## src/rtl/fetch_pc_ifid.sv

```systemverilog
// -----------------------------------------------------------------------------
// fetch_pc_ifid
//
// Program counter register plus the IF/ID pipeline register of a classic
// five-stage in-order pipeline.
//
// Each unstalled cycle the next PC is chosen in this priority order:
//   1. branch target
//   2. jump target
//   3. PC+4
// The instruction read at the current PC is then latched into IF/ID.
//
// Build option:
//   JUMP_DELAY_SLOT_EN
//     Undefined (default): an unstalled redirect squashes the wrong-path
//       instruction being fetched. IF/ID is loaded with a NOP, PC_IF_ID=0 and
//       valid=0.
//     Defined: that instruction is kept as an architectural delay slot.
//
// Parameters:
//   RESET_PC          PC value loaded on reset.
//
// Ports:
//   clk               Single clock. All state updates on its rising edge.
//   reset             Synchronous, active-high reset.
//   stall             Hazard-unit hold. Freezes the PC and IF/ID.
//   jump_taken        J/JAL decoded in ID.
//   PC_JUMP_final     Jump target.
//   branch_taken      Resolved taken branch in ID.
//   PC_branch         Branch target.
//   imem_addr         Current PC to instruction memory (no added latency).
//   imem_rdata        Combinational instruction memory read data.
//   Instruction_code  IF/ID instruction register.
//   PC_IF_ID          IF/ID copy of PC+4 of the held instruction.
//   if_id_valid       IF/ID holds a real, unflushed instruction.
// -----------------------------------------------------------------------------
module fetch_pc_ifid #(
    parameter logic [31:0] RESET_PC = 32'h0000_0000
) (
    input  logic        clk,
    input  logic        reset,
    input  logic        stall,
    input  logic        jump_taken,
    input  logic [31:0] PC_JUMP_final,
    input  logic        branch_taken,
    input  logic [31:0] PC_branch,
    output logic [31:0] imem_addr,
    input  logic [31:0] imem_rdata,
    output logic [31:0] Instruction_code,
    output logic [31:0] PC_IF_ID,
    output logic        if_id_valid
);

    localparam logic [31:0] Nop        = 32'h0000_0000;
    localparam logic [31:0] WordMask   = 32'hFFFF_FFFC;
    localparam logic [31:0] InstrBytes = 32'd4;

    logic [31:0] pc_q, pc_d;
    logic [31:0] instr_q, instr_d;
    logic [31:0] pc_ifid_q, pc_ifid_d;
    logic        valid_q, valid_d;

    logic [31:0] pc_plus4;
    logic        redirect;
    logic [31:0] redirect_target;

    // The adder wraps naturally at 32 bits, so 0xFFFF_FFFC + 4 = 0.
    assign pc_plus4 = pc_q + InstrBytes;

    // Branch beats jump. Both collapse into one redirect, so only one flush
    // happens when both are asserted together.
    assign redirect = branch_taken | jump_taken;

    always_comb begin
        redirect_target = PC_JUMP_final;
        if (branch_taken) begin
            redirect_target = PC_branch;
        end
        // Targets are word-aligned before they reach the PC.
        redirect_target = redirect_target & WordMask;
    end

    always_comb begin
        pc_d      = pc_q;
        instr_d   = instr_q;
        pc_ifid_d = pc_ifid_q;
        valid_d   = valid_q;

        if (!stall) begin
            if (redirect) begin
                pc_d = redirect_target;
`ifdef JUMP_DELAY_SLOT_EN
                // Delay slot: the instruction already fetched still retires.
                instr_d   = imem_rdata;
                pc_ifid_d = pc_plus4;
                valid_d   = 1'b1;
`else
                // Squash the wrong-path instruction.
                instr_d   = Nop;
                pc_ifid_d = 32'h0000_0000;
                valid_d   = 1'b0;
`endif
            end else begin
                pc_d      = pc_plus4;
                instr_d   = imem_rdata;
                pc_ifid_d = pc_plus4;
                valid_d   = 1'b1;
            end
        end
        // When stalled, redirect inputs are ignored. ID presents them again
        // on the first unstalled cycle.
    end

    // Reset has top priority. It discards any pending stall or redirect.
    always_ff @(posedge clk) begin
        if (reset) begin
            pc_q      <= RESET_PC;
            instr_q   <= Nop;
            pc_ifid_q <= 32'h0000_0000;
            valid_q   <= 1'b0;
        end else begin
            pc_q      <= pc_d;
            instr_q   <= instr_d;
            pc_ifid_q <= pc_ifid_d;
            valid_q   <= valid_d;
        end
    end

    assign imem_addr        = pc_q;
    assign Instruction_code = instr_q;
    assign PC_IF_ID         = pc_ifid_q;
    assign if_id_valid      = valid_q;

endmodule

```

## config.mk

```make
export PLATFORM = sky130hd
export DESIGN_NAME = fetch_pc_ifid
export DESIGN_NICKNAME = d
export VERILOG_FILES = /design/src/rtl/fetch_pc_ifid.sv
export SDC_FILE = /design/constraint.sdc
export NUM_CORES = 1
export LEC_CHECK = 0
export CAP_MARGIN = 0
export CELL_PAD_IN_SITES_DETAIL_PLACEMENT = 1
export CELL_PAD_IN_SITES_GLOBAL_PLACEMENT = 1
export CORE_MARGIN = 5
export CORE_UTILIZATION = 23
export CTS_CLUSTER_SIZE = 40
export DETAILED_ROUTE_END_ITERATION = 8
export PLACE_DENSITY = 0.61
export SYNTH_ARGS = -nofsm -noshare
export SYNTH_HDL_FRONTEND = slang
export SYNTH_SLANG_ARGS = --single-unit
```

## constraint.sdc

```tcl
create_clock -name clk -period 5 [get_ports clk]
set_clock_uncertainty 0.2 [all_clocks]
set_input_delay 0.5 -clock clk [delete_from_list [all_inputs] [get_ports clk]]
set_output_delay 0.5 -clock clk [all_outputs]
set_load 0.03 [all_outputs]
```

### After elaboration in Yosys (flattened, before gate mapping)

Index checks and enable logic that the tools add are counted.
W data, S select, Z words.

| word-level totals | value |
|---|---|
| flip-flop bits (word level) | 97 |
| bits of input ports | 101 |
| output and inout port bits | 97 |
| word-level logic and storage cells | 11 |

| operators by class | value |
|---|---|
| $add $sub $neg | 1 |
| muxes and demuxes | 5 |
| bitwise operators | 1 |

Operators by type and width:

| kind | number |
|---|---|
| $mux W32 | 4 |
| $add A32 B3 Y32 const B | 1 |
| $mux W1 | 1 |
| $or A1 B1 Y1 | 1 |

### Depth between registers and ports, before layout

| logic depth | value |
|---|---|
| depth after elaboration | 2 |
| depth in mapped cells | 7 |
| mapped depth without buffers | 6 |

### Worst setup path after synthesis

Ideal clock, no wire load.

| timing path | value |
|---|---|
| path kind | register to register |
| start | register pc_q[2] (netlist: imem_addr[2]) |
| end | register pc_ifid_q[12] (netlist: PC_IF_ID[12]) |
| library setup time | 0.074 ns |
| data arrival time | 2.032 ns |
| data required time | 4.726 ns |
| path slack | 2.694 ns |
| cell stages (with the launch flop) | 6 |
| buffers on the path | 0 |
| clock period less this slack | 2.306 ns |
| path through | dfxtp_1 ha_1 nand4_4 or3_4 or4_1 a31oi_1 |

| between the ends | value |
|---|---|
| cells in the longest elaborated chain, start to end | 2 |

Ends and longest elaborated chain:

| item | line | source |
|---|---|---|
| start, declared | 58 | `logic [31:0] pc_q, pc_d;` |
| start signal, assigned | 122 | `pc_q <= pc_d;` |
| $add A32 B3 Y32 | 68 | `assign pc_plus4 = pc_q + InstrBytes;` |
| $mux W32 | 90 | `if (redirect) begin` |
| end signal, assigned | 124 | `pc_ifid_q <= pc_ifid_d;` |
| end, declared | 60 | `logic [31:0] pc_ifid_q, pc_ifid_d;` |

No other way between the ends.
A chain may end at the register's enable or synchronous reset.

### Worst setup path after layout

| timing path | value |
|---|---|
| start | input port jump_taken |
| end | register pc_q[11] (netlist: imem_addr[11]) |

| between the ends | value |
|---|---|
| cells in the longest elaborated chain, start to end | 2 |

Ends and longest elaborated chain:

| item | line | source |
|---|---|---|
| start, declared | 43 | `input logic jump_taken,` |
| $or A1 B1 Y1 | 72 | `assign redirect = branch_taken \| jump_taken;` |
| $mux W32 | 90 |  |

No other way between the ends.

==> results.tsv <==
metric	value	unit
Total Routing Usage GR	0.1631	
cell with the most instances after synthesis	dfxtp_1	
Yosys cell types	61	
Leak Pwr	2.533	nW
design internal power	1.344	mW
PnR Total Power	1.867	mW
TritonCTS clock tree	yes	
Synth Area in Adders	0.002657	
unrepaired setup endpoints after global routing	false	
final worst setup slack	1.854	ns
Synth Register Bits	93	
Avg WL per Cell	19.18	microns
Setup TNS	0	ns
Yosys warning count	0	
GR Overflow Total	0	
first-pass GRT wire length	30.77	mm
DIE HEIGHT	153.1	microns
post-synth top area share	0.3954	
XOR/XNOR Fraction of Synth Area	0.04465	
Hold WS	0.2555	ns
CP cell instances	clkdlybuf4s50_1, nor2b_2, a221oi_1, a221o_1, a21oi_1	
Core ar.	20170	sq um
post-route ant nets	0	
Core Util, Final	0.3507	
clk_lat worst skew	0.35	ns
Clk pin slew, worst setup/hold paths	0.06	ns
DRT Wirelength	19.50	mm
Placer Congestion	0.7331	
DR DRC count	0	
largest net degree at the start of global routing	91	
power per cell area	263.9	nW/um^2
design area	7074	sq um
Layout Cells excl Fill	1017	
Crit. End Element	flip-flop	
period utilisation layout	0.6293	
Slew @ Worst Pin	1.099	ns
IO Count	198	
sequential-to-total area share from yosys stat	0.3954	
switching power	0.5234	mW
post-synthesis mux area share	0.01063	
Buf+Inv Stages, Crit Path	1	
placed cell count	1001	
Total Nets Final	844	
buffers added on ports	189	
PostCTS Resize Cnt	0	
clock tree buffer depth	2	
Slew HR	0.2640	
vias in the first global route	5353	
post-synthesis async set-or-reset flop share	0	
worst hold path type	reg2reg	
DR vias/cell	4.902	
diodes inserted	0	
Synth Flop Type	dfxtp_1	
Worst EP required	5.08	ns
Post-Synthesis Cells	586	
CP Max Fanout	20	
WP data arrival	3.22	ns
Net Sw Frac	0.2804	
Root Driver	clkbuf_16	
H-tree depth	3	
die width	153.1	microns
max_cap viols	0	
Post-CTS Setup Bufs	0	
Critical Setup Path Class	in2reg	
compound-gate portion of the synthesized area	0.2206	
Syn-to-layout area delta	50.25	%
via count	4985	
dpl ws	1.448	ns
CP delay by family, top	simple AND/OR/NAND/NOR gates	
Seq pwr share	0.432	
CTS buffer count	9	
post-synthesis simple-gate area fraction	0.2652	
CP max-delay cell	nor2b_2	
1st-pass router iterations	4	
Post-synth EDFFs	0	
setup violators final	0	
placed instance area	6770	sq um
Worst IR Drop VDD	131.2	uV
Syn Area/Cell	8.035	sq um
initial core utilization	0.2334	
total die area	23430	sq um
commonest cells in the synthesized netlist	dfxtp_1, nor2_1, a21oi_1, nand2_1	
count of pins over their slew limit	0	
Mapped Area	4708	sq um
Yosys top cell by area	dfxtp_1	
fmax	317.8	MHz
ratio of cells with drive above 1 in the final layout	0.05622	
initial DRC count	288	
initial antenna violation count	0	
largest family of logic cells by synthesized area	simple AND/OR/NAND/NOR gates	
Final HPWL DP	13.87	mm
clock power share	0.385	
Logic pwr share	0.183	
status	complete, no violations	
Hold Vio Cnt, Final	0	
CTS sink cnt	93	
Rows	52	
CP max stage delay	1.00	ns
CTS Hold Bufs	0	
crit start category	input pin	
Synth area leaders	dfxtp_1, a21oi_1, nor2_1	
fin crit period	3.146	ns
==> flip-flops by register name (all words and copies together) (netlist names) <==
name,flops
PC_IF_ID,30
imem_addr,30
Instruction_code,32
if_id_valid,1
==> logic make-up (layout without fill, tap and decap cells) <==
family          count (synthesis)  count (layout)
simple gates                  233             233
flops                          93              93
compound gates                162             162
buf+inv                        67             225
fa+ha+maj                       1               1
xor+xnor                       24              24
other cells                     1               4
mux                             5               5
==> cell usage in the layout, fill, tap and decap left out, types with 3 or more instances in the layout <==
cell,instances
nand2_1,54
o221ai_1,3
conb_1,4
o31a_1,3
o311ai_1,3
buf_4,9
o22a_1,6
o311ai_0,3
a22oi_1,19
xor2_1,17
nand2b_1,3
nor4_1,5
nor2_1,58
clkbuf_16,9
dfxtp_1,93
xnor2_1,7
o21ai_0,32
mux2i_1,5
o22ai_1,4
a221oi_1,3
a31oi_1,6
a22o_1,6
clkdlybuf4s50_1,186
nor3_1,12
inv_1,11
and3_1,35
nand3_1,17
nand4_1,13
buf_2,3
o32ai_1,5
a21oi_1,55
nand4b_1,8
==> power by group through the flow <==
stage	clock network [mW]	logic [mW]	registers (mW)
2_1_floorplan	0	0.130	0.861
3_3_place_gp	0	0.338	0.821
3_5_place_dp	0	0.345	0.823
4_1_cts	0.744	0.347	0.806
5_1_grt	0.776	0.367	0.812
6_report	0.719	0.341	0.806
==> path summary, 6_finish.rpt <==
| path | endpoint | slack (ns) | from | cells past startpoint |
|---|---|---|---|---|
| worst max-delay path | imem_addr[11] | 1.85 | jump_taken | 5 |
| worst min-delay path | PC_IF_ID[27] | 0.26 | PC_IF_ID[27] | 2 |
| worst max register to register | imem_addr[22] | 2.57 | imem_addr[2] | 5 |
| worst min register to register | PC_IF_ID[27] | 0.26 | PC_IF_ID[27] | 2 |
==> worst reg2reg max path, delay by kind of cell, from the launching register on <==
kind,cells,cell delay (ns)
fa+ha+maj,1,0.37
simple gates,3,0.91
flops,1,0.47
compound gates,1,0.37
==> area by class of cell <==
cell class,count,area (sq um)
repair buffers,198,1944
flip-flops and latches,93,1862
clock inverters,3,43.79
fillers,2352,13100
clock buffers,13,260.3
multi-input cells,429,2585
inverters,11,41.29
well taps,270,337.8
==> metal layers <==
metal | up-vias | track usage | share of wire
li1 | 2428 | - | -
met1 | 2437 | 0.2064 | 0.44
met2 | 98 | 0.2816 | 0.50
met3 | 22 | 0.02375 | 0.034
met4 | 0 | 0.05982 | 0.022
met5 | - | 0 | 0
(Power assumes the default switching activity.)
==> RTL change, RTL diff (config.mk and constraints unchanged) <==
Build with the macro `JUMP_DELAY_SLOT_EN` defined.
--- a/src/rtl/fetch_pc_ifid.sv
+++ b/src/rtl/fetch_pc_ifid.sv
@@ -36,2 +36,4 @@
 // -----------------------------------------------------------------------------
+`define JUMP_DELAY_SLOT_EN
+
 module fetch_pc_ifid #(
Behaviour: not the same (Yosys sat finds a counterexample within 4 cycles, from zero or initial values and one cycle with reset high).
==> RTL change against the unedited design <==
  * Cell count decreased by 3.8%
  * Combinational power increased by 28%
  * Critical endpoint is now imem_addr[28]
  * Design area decreased by 1.2%
  * Sequential cell count unchanged
  * Power increased by 6.1%
  * Area after synthesis decreased by 2.1%
  * Via count decreased by 5.2%
  * Wire length decreased by 8.7%
  * Worst setup slack improved by 0.18 ns
  * Register-to-register slack got worse by 0.54 ns
==> RTL change: results (changes against the unedited design) <==
- HPWL after detailed placement: 12,700 µm (was 13,900 µm)
- Synth top area cells: dfxtp_1, mux2i_1, nor2_1, a21oi_1, nand2_1 (was dfxtp_1, a21oi_1, nor2_1, and3_1, nand2_1)
- Status: finished, final reports clean (unchanged)
- Placed cells: 962 (was 1,001)
- # clk buffers: 10 (was 13)
- Seq/Total Area, Yosys: 40.4% (was 39.5%)
- Total routing usage reported by global routing: 15.3% (was 16.3%)
- First-pass GRT wire length: 27,700 µm (was 30,800 µm)
- Met1 wire length: 7690 µm (was 8610 µm)
- Power Density: 283 mW/mm² (was 264 mW/mm²)
- DP Area: 0.00669 mm² (was 0.00677 mm²)
- Initial antenna violation count: 1 (was 0)
- Die ar.: 0.0230 mm² (was 0.0234 mm²)
- Clk power: 0.713 mW (was 0.719 mW)
- GR Layer Usage met2: 25.7% (was 28.2%)
- Layout Nets: 810 (was 844)
- Final Non-Filler Cells: 978 (was 1,017)
- Worst R2R Path Depth: 6 (was 5)
- Pin count of the biggest net entering global routing: 85 (was 91)
- Synthesized instance count: 546 (was 586)
- Drt total wl: 17,800 µm (was 19,500 µm)
- Highest routed layer: met5 (was met4)
- Fraction of area in registers: 26.6% (was 26.3%)
- Met3 WL: 1450 µm (was 671 µm)
- Via Count: 4,728 (was 4,985)
- Switch Pwr: 0.596 mW (was 0.523 mW)
- Post-synth cell types: 64 (was 61)
## RTL change: cell count changes in the layout (fill, tap and decap cells not counted), sizes merged, moves of 19 or more
cell / change
nand2: -19
mux2i: +32
nor2: +29
and3: -29
a21oi: -25
## RTL change: worst paths after layout
path	startpoint	endpoint	slack [ns]
setup / recovery	imem_addr[2]	imem_addr[28]	2.03
hold / removal	if_id_valid	if_id_valid	0.27
setup reg to reg	imem_addr[2]	imem_addr[28]	2.03
hold reg to reg	if_id_valid	if_id_valid	0.27
## RTL change: logic make-up after synthesis
| group | after synthesis | synth area share, % |
|---|---|---|
| other cells | 1 | 0.0813 |
| buf+inv | 62 | 5.45 |
| fa+ha+maj | 1 | 0.271 |
| xor+xnor | 22 | 4.18 |
| flops | 93 | 40.4 |
| mux | 38 | 8.28 |
| simple gates | 195 | 20.4 |
| compound gates | 134 | 20.9 |
## RTL change: worst reg2reg max path, delay by kind of cell (launching register included)
kind            cells  cell delay, ns
flops               1            0.49
compound gates      1            0.10
simple gates        4            1.77
fa+ha+maj           1            0.34
